**src/rtl/emergency_preempt_arbiter.sv**
```systemverilog
// ---------------------------------------------------------------------------
// emergency_preempt_arbiter
//
// Purpose:
//   Sits between the field emergency-vehicle detectors and the traffic light
//   controller. Captures Left/Right preemption requests (level or short
//   pulse), arbitrates them with Right having fixed priority over Left, and
//   drives at most one emergency grant at a time. Each grant is held for a
//   minimum of T_EM cycles after the controller acknowledges it, every grant
//   release is followed by T_CLR all-red clearance cycles, a missing
//   acknowledge times out after T_ACK cycles, and a Right grant that keeps a
//   pending Left waiting for MAX_HOLD cycles is force-released.
//
// Ports:
//   clk          in   system clock, rising edge
//   reset        in   asynchronous, active-high reset
//   req_left     in   Left emergency request
//   req_right    in   Right emergency request
//   preempt_ack  in   controller confirms the preempted phase for the grant
//   grant_left   out  Left preemption grant (registered)
//   grant_right  out  Right preemption grant (registered)
//   clear_req    out  all-red request, high only during clearance
//   busy         out  arbiter is not idle
//   ack_timeout  out  one-cycle pulse when the acknowledge window expires
//   buzzer       out  only with PREEMPT_BUZZER_EN: high while a grant is
//                     waiting for ack or holding
//
// Configuration macro:
//   PREEMPT_BUZZER_EN  adds the registered buzzer output
// ---------------------------------------------------------------------------
module emergency_preempt_arbiter #(
    parameter int T_EM     = 9,
    parameter int T_CLR    = 3,
    parameter int T_ACK    = 5,
    parameter int MAX_HOLD = 30
) (
    input  logic clk,
    input  logic reset,
    input  logic req_left,
    input  logic req_right,
    input  logic preempt_ack,
    output logic grant_left,
    output logic grant_right,
    output logic clear_req,
    output logic busy,
    output logic ack_timeout
`ifdef PREEMPT_BUZZER_EN
    ,
    output logic buzzer
`endif
);

    localparam int MAX_AB = (T_EM > T_CLR) ? T_EM : T_CLR;
    localparam int MAX_CD = (T_ACK > MAX_HOLD) ? T_ACK : MAX_HOLD;
    localparam int MAX_T  = (MAX_AB > MAX_CD) ? MAX_AB : MAX_CD;
    localparam int CW     = $clog2(MAX_T) + 1;

    localparam logic [CW-1:0] EM_LAST   = CW'(T_EM - 1);
    localparam logic [CW-1:0] CLR_LAST  = CW'(T_CLR - 1);
    localparam logic [CW-1:0] ACK_LAST  = CW'(T_ACK - 1);
    localparam logic [CW-1:0] HOLD_LAST = CW'(MAX_HOLD - 1);
    localparam logic [CW-1:0] CNT_MAX   = '1;

    typedef enum logic [1:0] {
        IDLE,
        WAIT_ACK,
        HOLD,
        CLEAR
    } state_t;

    typedef enum logic {
        SIDE_LEFT,
        SIDE_RIGHT
    } side_t;

    state_t        state;
    state_t        next_state;
    side_t         side;
    side_t         next_side;
    logic [CW-1:0] cnt;
    logic          pend_left;
    logic          pend_right;
    logic          last_forced;
    logic          next_last_forced;
    logic          timeout_fire;
    logic          take_left;
    logic          take_right;
    logic          any_left;
    logic          any_right;
    logic          own_req;
    logic          next_granting;

    // A request counts if it is on the wire right now or was captured
    // earlier, so one-cycle pulses are never lost.
    assign any_left  = pend_left | req_left;
    assign any_right = pend_right | req_right;

    // State register. The side register remembers which approach owns the
    // current (or most recent) grant, and last_forced remembers that Right
    // was cut short by the starvation guard so Left gets the next turn.
    always_ff @(posedge clk or posedge reset) begin
        if (reset) begin
            state       <= IDLE;
            side        <= SIDE_LEFT;
            last_forced <= 1'b0;
        end else begin
            state       <= next_state;
            side        <= next_side;
            last_forced <= next_last_forced;
        end
    end

    // Next-state logic. Right preempting Left is checked before anything
    // else so the Left minimum hold is waived. Leaving CLEAR picks the next
    // grant directly on the last clearance edge, so there is no idle gap
    // between back-to-back grants.
    always_comb begin
        next_state       = state;
        next_side        = side;
        next_last_forced = last_forced;
        timeout_fire     = 1'b0;
        take_left        = 1'b0;
        take_right       = 1'b0;
        own_req          = (side == SIDE_LEFT) ? req_left : req_right;

        case (state)
            IDLE: begin
                if (any_right) begin
                    next_state = WAIT_ACK;
                    next_side  = SIDE_RIGHT;
                    take_right = 1'b1;
                end else if (any_left) begin
                    next_state = WAIT_ACK;
                    next_side  = SIDE_LEFT;
                    take_left  = 1'b1;
                end
            end

            WAIT_ACK: begin
                if (side == SIDE_LEFT && any_right) begin
                    next_state = CLEAR;
                end else if (preempt_ack) begin
                    next_state = HOLD;
                end else if (cnt == ACK_LAST) begin
                    next_state   = CLEAR;
                    timeout_fire = 1'b1;
                end
            end

            HOLD: begin
                if (side == SIDE_LEFT && any_right) begin
                    next_state = CLEAR;
                end else if (side == SIDE_RIGHT && pend_left && cnt >= HOLD_LAST) begin
                    next_state       = CLEAR;
                    next_last_forced = 1'b1;
                end else if (cnt >= EM_LAST && !own_req) begin
                    next_state = CLEAR;
                end
            end

            CLEAR: begin
                if (cnt == CLR_LAST) begin
                    if (last_forced && pend_left) begin
                        next_state = WAIT_ACK;
                        next_side  = SIDE_LEFT;
                        take_left  = 1'b1;
                    end else if (any_right) begin
                        next_state = WAIT_ACK;
                        next_side  = SIDE_RIGHT;
                        take_right = 1'b1;
                    end else if (any_left) begin
                        next_state = WAIT_ACK;
                        next_side  = SIDE_LEFT;
                        take_left  = 1'b1;
                    end else begin
                        next_state = IDLE;
                    end
                end
            end

            default: begin
                next_state = IDLE;
            end
        endcase

        if (take_left) begin
            next_last_forced = 1'b0;
        end

        next_granting = (next_state == WAIT_ACK) || (next_state == HOLD);
    end

    // Shared dwell counter. It restarts on every state change and saturates
    // so a long-held request can never wrap it back into a short count.
    always_ff @(posedge clk or posedge reset) begin
        if (reset) begin
            cnt <= '0;
        end else if (next_state != state) begin
            cnt <= '0;
        end else if (cnt != CNT_MAX) begin
            cnt <= cnt + 1'b1;
        end
    end

    // Pending flags capture requests while the approach is not being
    // served. Granting an approach clears its flag; a preempted Left
    // re-pends naturally once its grant output drops and req_left is
    // still high.
    always_ff @(posedge clk or posedge reset) begin
        if (reset) begin
            pend_left  <= 1'b0;
            pend_right <= 1'b0;
        end else begin
            if (take_left) begin
                pend_left <= 1'b0;
            end else if (req_left && !grant_left) begin
                pend_left <= 1'b1;
            end

            if (take_right) begin
                pend_right <= 1'b0;
            end else if (req_right && !grant_right) begin
                pend_right <= 1'b1;
            end
        end
    end

    // Outputs are registered from the next state, so a grant appears on the
    // same edge that commits the decision. Grants are only ever driven in
    // WAIT_ACK/HOLD and clear_req only in CLEAR, which keeps them mutually
    // exclusive by construction.
    always_ff @(posedge clk or posedge reset) begin
        if (reset) begin
            grant_left  <= 1'b0;
            grant_right <= 1'b0;
            clear_req   <= 1'b0;
            busy        <= 1'b0;
            ack_timeout <= 1'b0;
        end else begin
            grant_left  <= next_granting && (next_side == SIDE_LEFT);
            grant_right <= next_granting && (next_side == SIDE_RIGHT);
            clear_req   <= (next_state == CLEAR);
            busy        <= (next_state != IDLE);
            ack_timeout <= timeout_fire;
        end
    end

`ifdef PREEMPT_BUZZER_EN
    // Audible warning follows the grant phases, registered like every
    // other output.
    always_ff @(posedge clk or posedge reset) begin
        if (reset) begin
            buzzer <= 1'b0;
        end else begin
            buzzer <= next_granting;
        end
    end
`endif

endmodule
```
**config.mk**
```make
export PLATFORM = sky130hd
export DESIGN_NAME = emergency_preempt_arbiter
export DESIGN_NICKNAME = d
export VERILOG_FILES = /design/src/rtl/emergency_preempt_arbiter.sv
export SDC_FILE = /design/constraint.sdc
export NUM_CORES = 1
export LEC_CHECK = 0
export BUFFER_PORTS_ARGS = -buffer_cell sky130_fd_sc_hd__buf_2
export CAP_MARGIN = 20
export CORE_MARGIN = 5
export CORE_UTILIZATION = 35
export CTS_CLUSTER_SIZE = 8
export DETAILED_ROUTE_END_ITERATION = 10
export SLEW_MARGIN = 0
export SYNTH_ARGS = -nofsm -noshare
export SYNTH_HDL_FRONTEND = slang
export SYNTH_SLANG_ARGS = --single-unit
```
**constraint.sdc**
```tcl
create_clock -name clk -period 2.1 [get_ports clk]
set_clock_uncertainty 0.1 [all_clocks]
set_input_delay 0.42 -clock clk [delete_from_list [all_inputs] [get_ports clk]]
set_output_delay 0.42 -clock clk [all_outputs]
set_load 0.01 [all_outputs]
```
==> results.ini <==
[cts]
root_buffer = clkbuf_4
cts_buffer_depth = 2
cts_tree = yes
htree_num_levels = 1
insertion_delay_ns = 0.31
cts_sinks = 17
clk_pin_slew_worst_paths_ns = 0.11
holdBufCountCts = 0
cts_buffers = 3

[job]
drv_cap = 0

[die]
ios = 10
die-width_um = 67.88
core_um2 = 3284
die_h_um = 67.88
rows = 21
design.die.area_um2 = 4607
start_util = 0.3570

[logic_synthesis]
syn_area_um2 = 1172
syn_nets = 141
postSynthCellCount = 125
netlist.area_leader.share = 0.3629
netlist_top_cells_area = dfrtp_1, ha_1, nand3_1
synth_cell_types = 45
synth.avg_cell_area_um2 = 9.379
ys.flop_type = dfrtp_1
yosysSeqAreaShare = 0.3629
yosysWarnings = 0
yosysTopAreaCell = dfrtp_1
synth-edff-count = 0
synth-seq-cells = 17
synthArstFlopShare = 1.000

[timing]
setup_violations = 9
worstMarginPinSlew_ns = 0.6456
hold_slack_ns = 0.07878
rsz0062_at_grt = yes
maxSlewViolCount = 0
max_freq_ghz = 0.4507
slew_headroom = 0.5691
min_period_ns = 2.219
fin_ws_ns = -0.1188
hold_viol = 0
period_share = 1.057

[detailed_routing]
drt_wl_total_mm = 3.002
drtIter0Drc = 69
drc = 0
firstDrtPassIters = 4
num_vias = 1102
wl_per_cell_um = 14.30
avgViaCountPerCell = 5.248
antenna_left = 0

[power]
pwr_density_cell_nw_per_um2 = 1469
p_total_mw = 2.492
ir_drop_mv = 0.5797
leakage_nw = 0.7206

[place]
place_ws_ns = -0.2145
placement.io_buffers = 9
dp_hpwl_mm = 2.171
place_congestion = 0.8639

[global_route]
grt_max_degree = 18
antenna_found_initial = 0
track_usage = 0.1396
grt-ovfl-total = 0
grt_pass1_wl_mm = 4.892
grt_pass1_vias = 1097

[cells_and_area]
n_antenna_cell = 0
num-nets-final = 181
syn2layout_area_growth_pct = 44.72
nFillCells = 296
layout_common_cells = buf_4, dfrtp_1, nor2_1, buf_2, nand3_1
drive_above_1_share = 0.4817
register_area_um2 = 425.4
multi_input_area_um2 = 862.1
final_common_cell = buf_4

[setup_path]
critPathLaunchType = register
arrival_ns = 2.33
cp_slowest_stage_delay_ns = 0.43
required_ns = 2.21
crit_fanout = 3
path_cells = inv_2, ha_4, or3b_4, o211ai_1, a22oi_1, o22a_2, inv_2, ha_4, and2_4
slowest_stage = dfrtp_1
critPathKind = reg2reg
end_kind = register

[hold_path]
hp-class = in2async

[status]
status = finished with violations
violations = negative setup slack

-- cell families (layout without fill, tap and decap cells) --
kind of cell    after synthesis  in the layout  share of synthesized area
fa+ha+maj                    11             11                     0.1174
simple gates                 48             48                     0.2380
compound gates               32             32                     0.1985
xor+xnor                      1              1                   0.007472
buf+inv                      14             53                    0.05764
flops                        17             17                     0.3629
mux                           2              2                    0.01814
-- cells in the mapped netlist, types with 2 or more instances --
cell type	n
a211oi_1	2
a21oi_1	5
and3_1	2
buf_6	2
clkbuf_1	2
dfrtp_1	17
ha_1	11
inv_1	10
nand2_1	5
nand3_1	9
nor2_1	12
nor3b_1	2
nor4_1	6
o211ai_1	2
o21a_1	2
o21ai_0	5
o21ai_1	2
o221ai_1	2
-- report_power, final --
group / switching [mW] / internal (mW) / total (mW)
clock network: 0.115 / 0.0711 / 0.187
registers: 0.0974 / 0.438 / 0.535
logic: 0.918 / 0.853 / 1.77
total: 1.13 / 1.36 / 2.49
-- layer usage --
metal / share of wire / wire, um / vias up / global-route usage
met5: 0 / 0 / - / 0
li1: - / - / 537 / -
met1: 0.45 / 1337 / 539 / 0.1682
met3: 0.025 / 75 / 6 / 0.02627
met4: 0.020 / 59 / 0 / 0.07196
met2: 0.51 / 1529 / 20 / 0.2357
-- critical path: cells and delay by family (launching register included) --
family	cells	cell delay [ns]
buffers and inverters	2	0.16
AOI/OAI and AO/OA	3	0.60
DFF	1	0.43
adders and majority gates	2	0.32
and+or+nand+nor	2	0.54
-- flip-flops by register name, indices dropped and copies added (netlist names) --
signal and cells:
pend_left 1, pend_right 1, side 1, ack_timeout 1
busy 1, state 2, last_forced 1, grant_left 1
cnt 6, grant_right 1, clear_req 1
-- metrics by stage --
step           TNS [ns]  cell area [um^2]  cells  utilization
4_1_cts         -0.5367              1630    209       0.4964
3_5_place_dp     -1.264              1465    205       0.4461
3_3_place_gp    -0.9988              1465    205       0.4461
2_1_floorplan   -0.2561              1176    125            -
5_1_grt          -1.302              1697    210       0.5166
6_report        -0.6269              1697    210       0.5166
-- final cells by class --
class / instances / share of cell area
multi-input combinational: 94 / 0.5081
inverter: 10 / 0.02212
clock inverter: 1 / 0.002950
clock buffer: 3 / 0.01327
sequential: 17 / 0.2507
tap: 46 / 0.03392
timing repair buffer: 39 / 0.1689
-- worst paths after layout --
path	from	to	slack, ns	depth (start not counted)
max	cnt[0]	grant_right	-0.12	9
min	reset	busy	0.08	2
max reg2reg	cnt[0]	grant_right	-0.12	9
min reg2reg	last_forced	last_forced	0.44	2
max in group asynchronous	reset	cnt[2]	1.40	2
min in group clk	preempt_ack	ack_timeout	0.39	3
-- timing repair --
item                       CTS  global route
pin swaps                   17             8
resized for setup           26            10
setup endpoints to repair    9             9
buffers inserted             1             1
gates cloned                 0             0
Note: power is estimated with default switching activity, not from simulation.
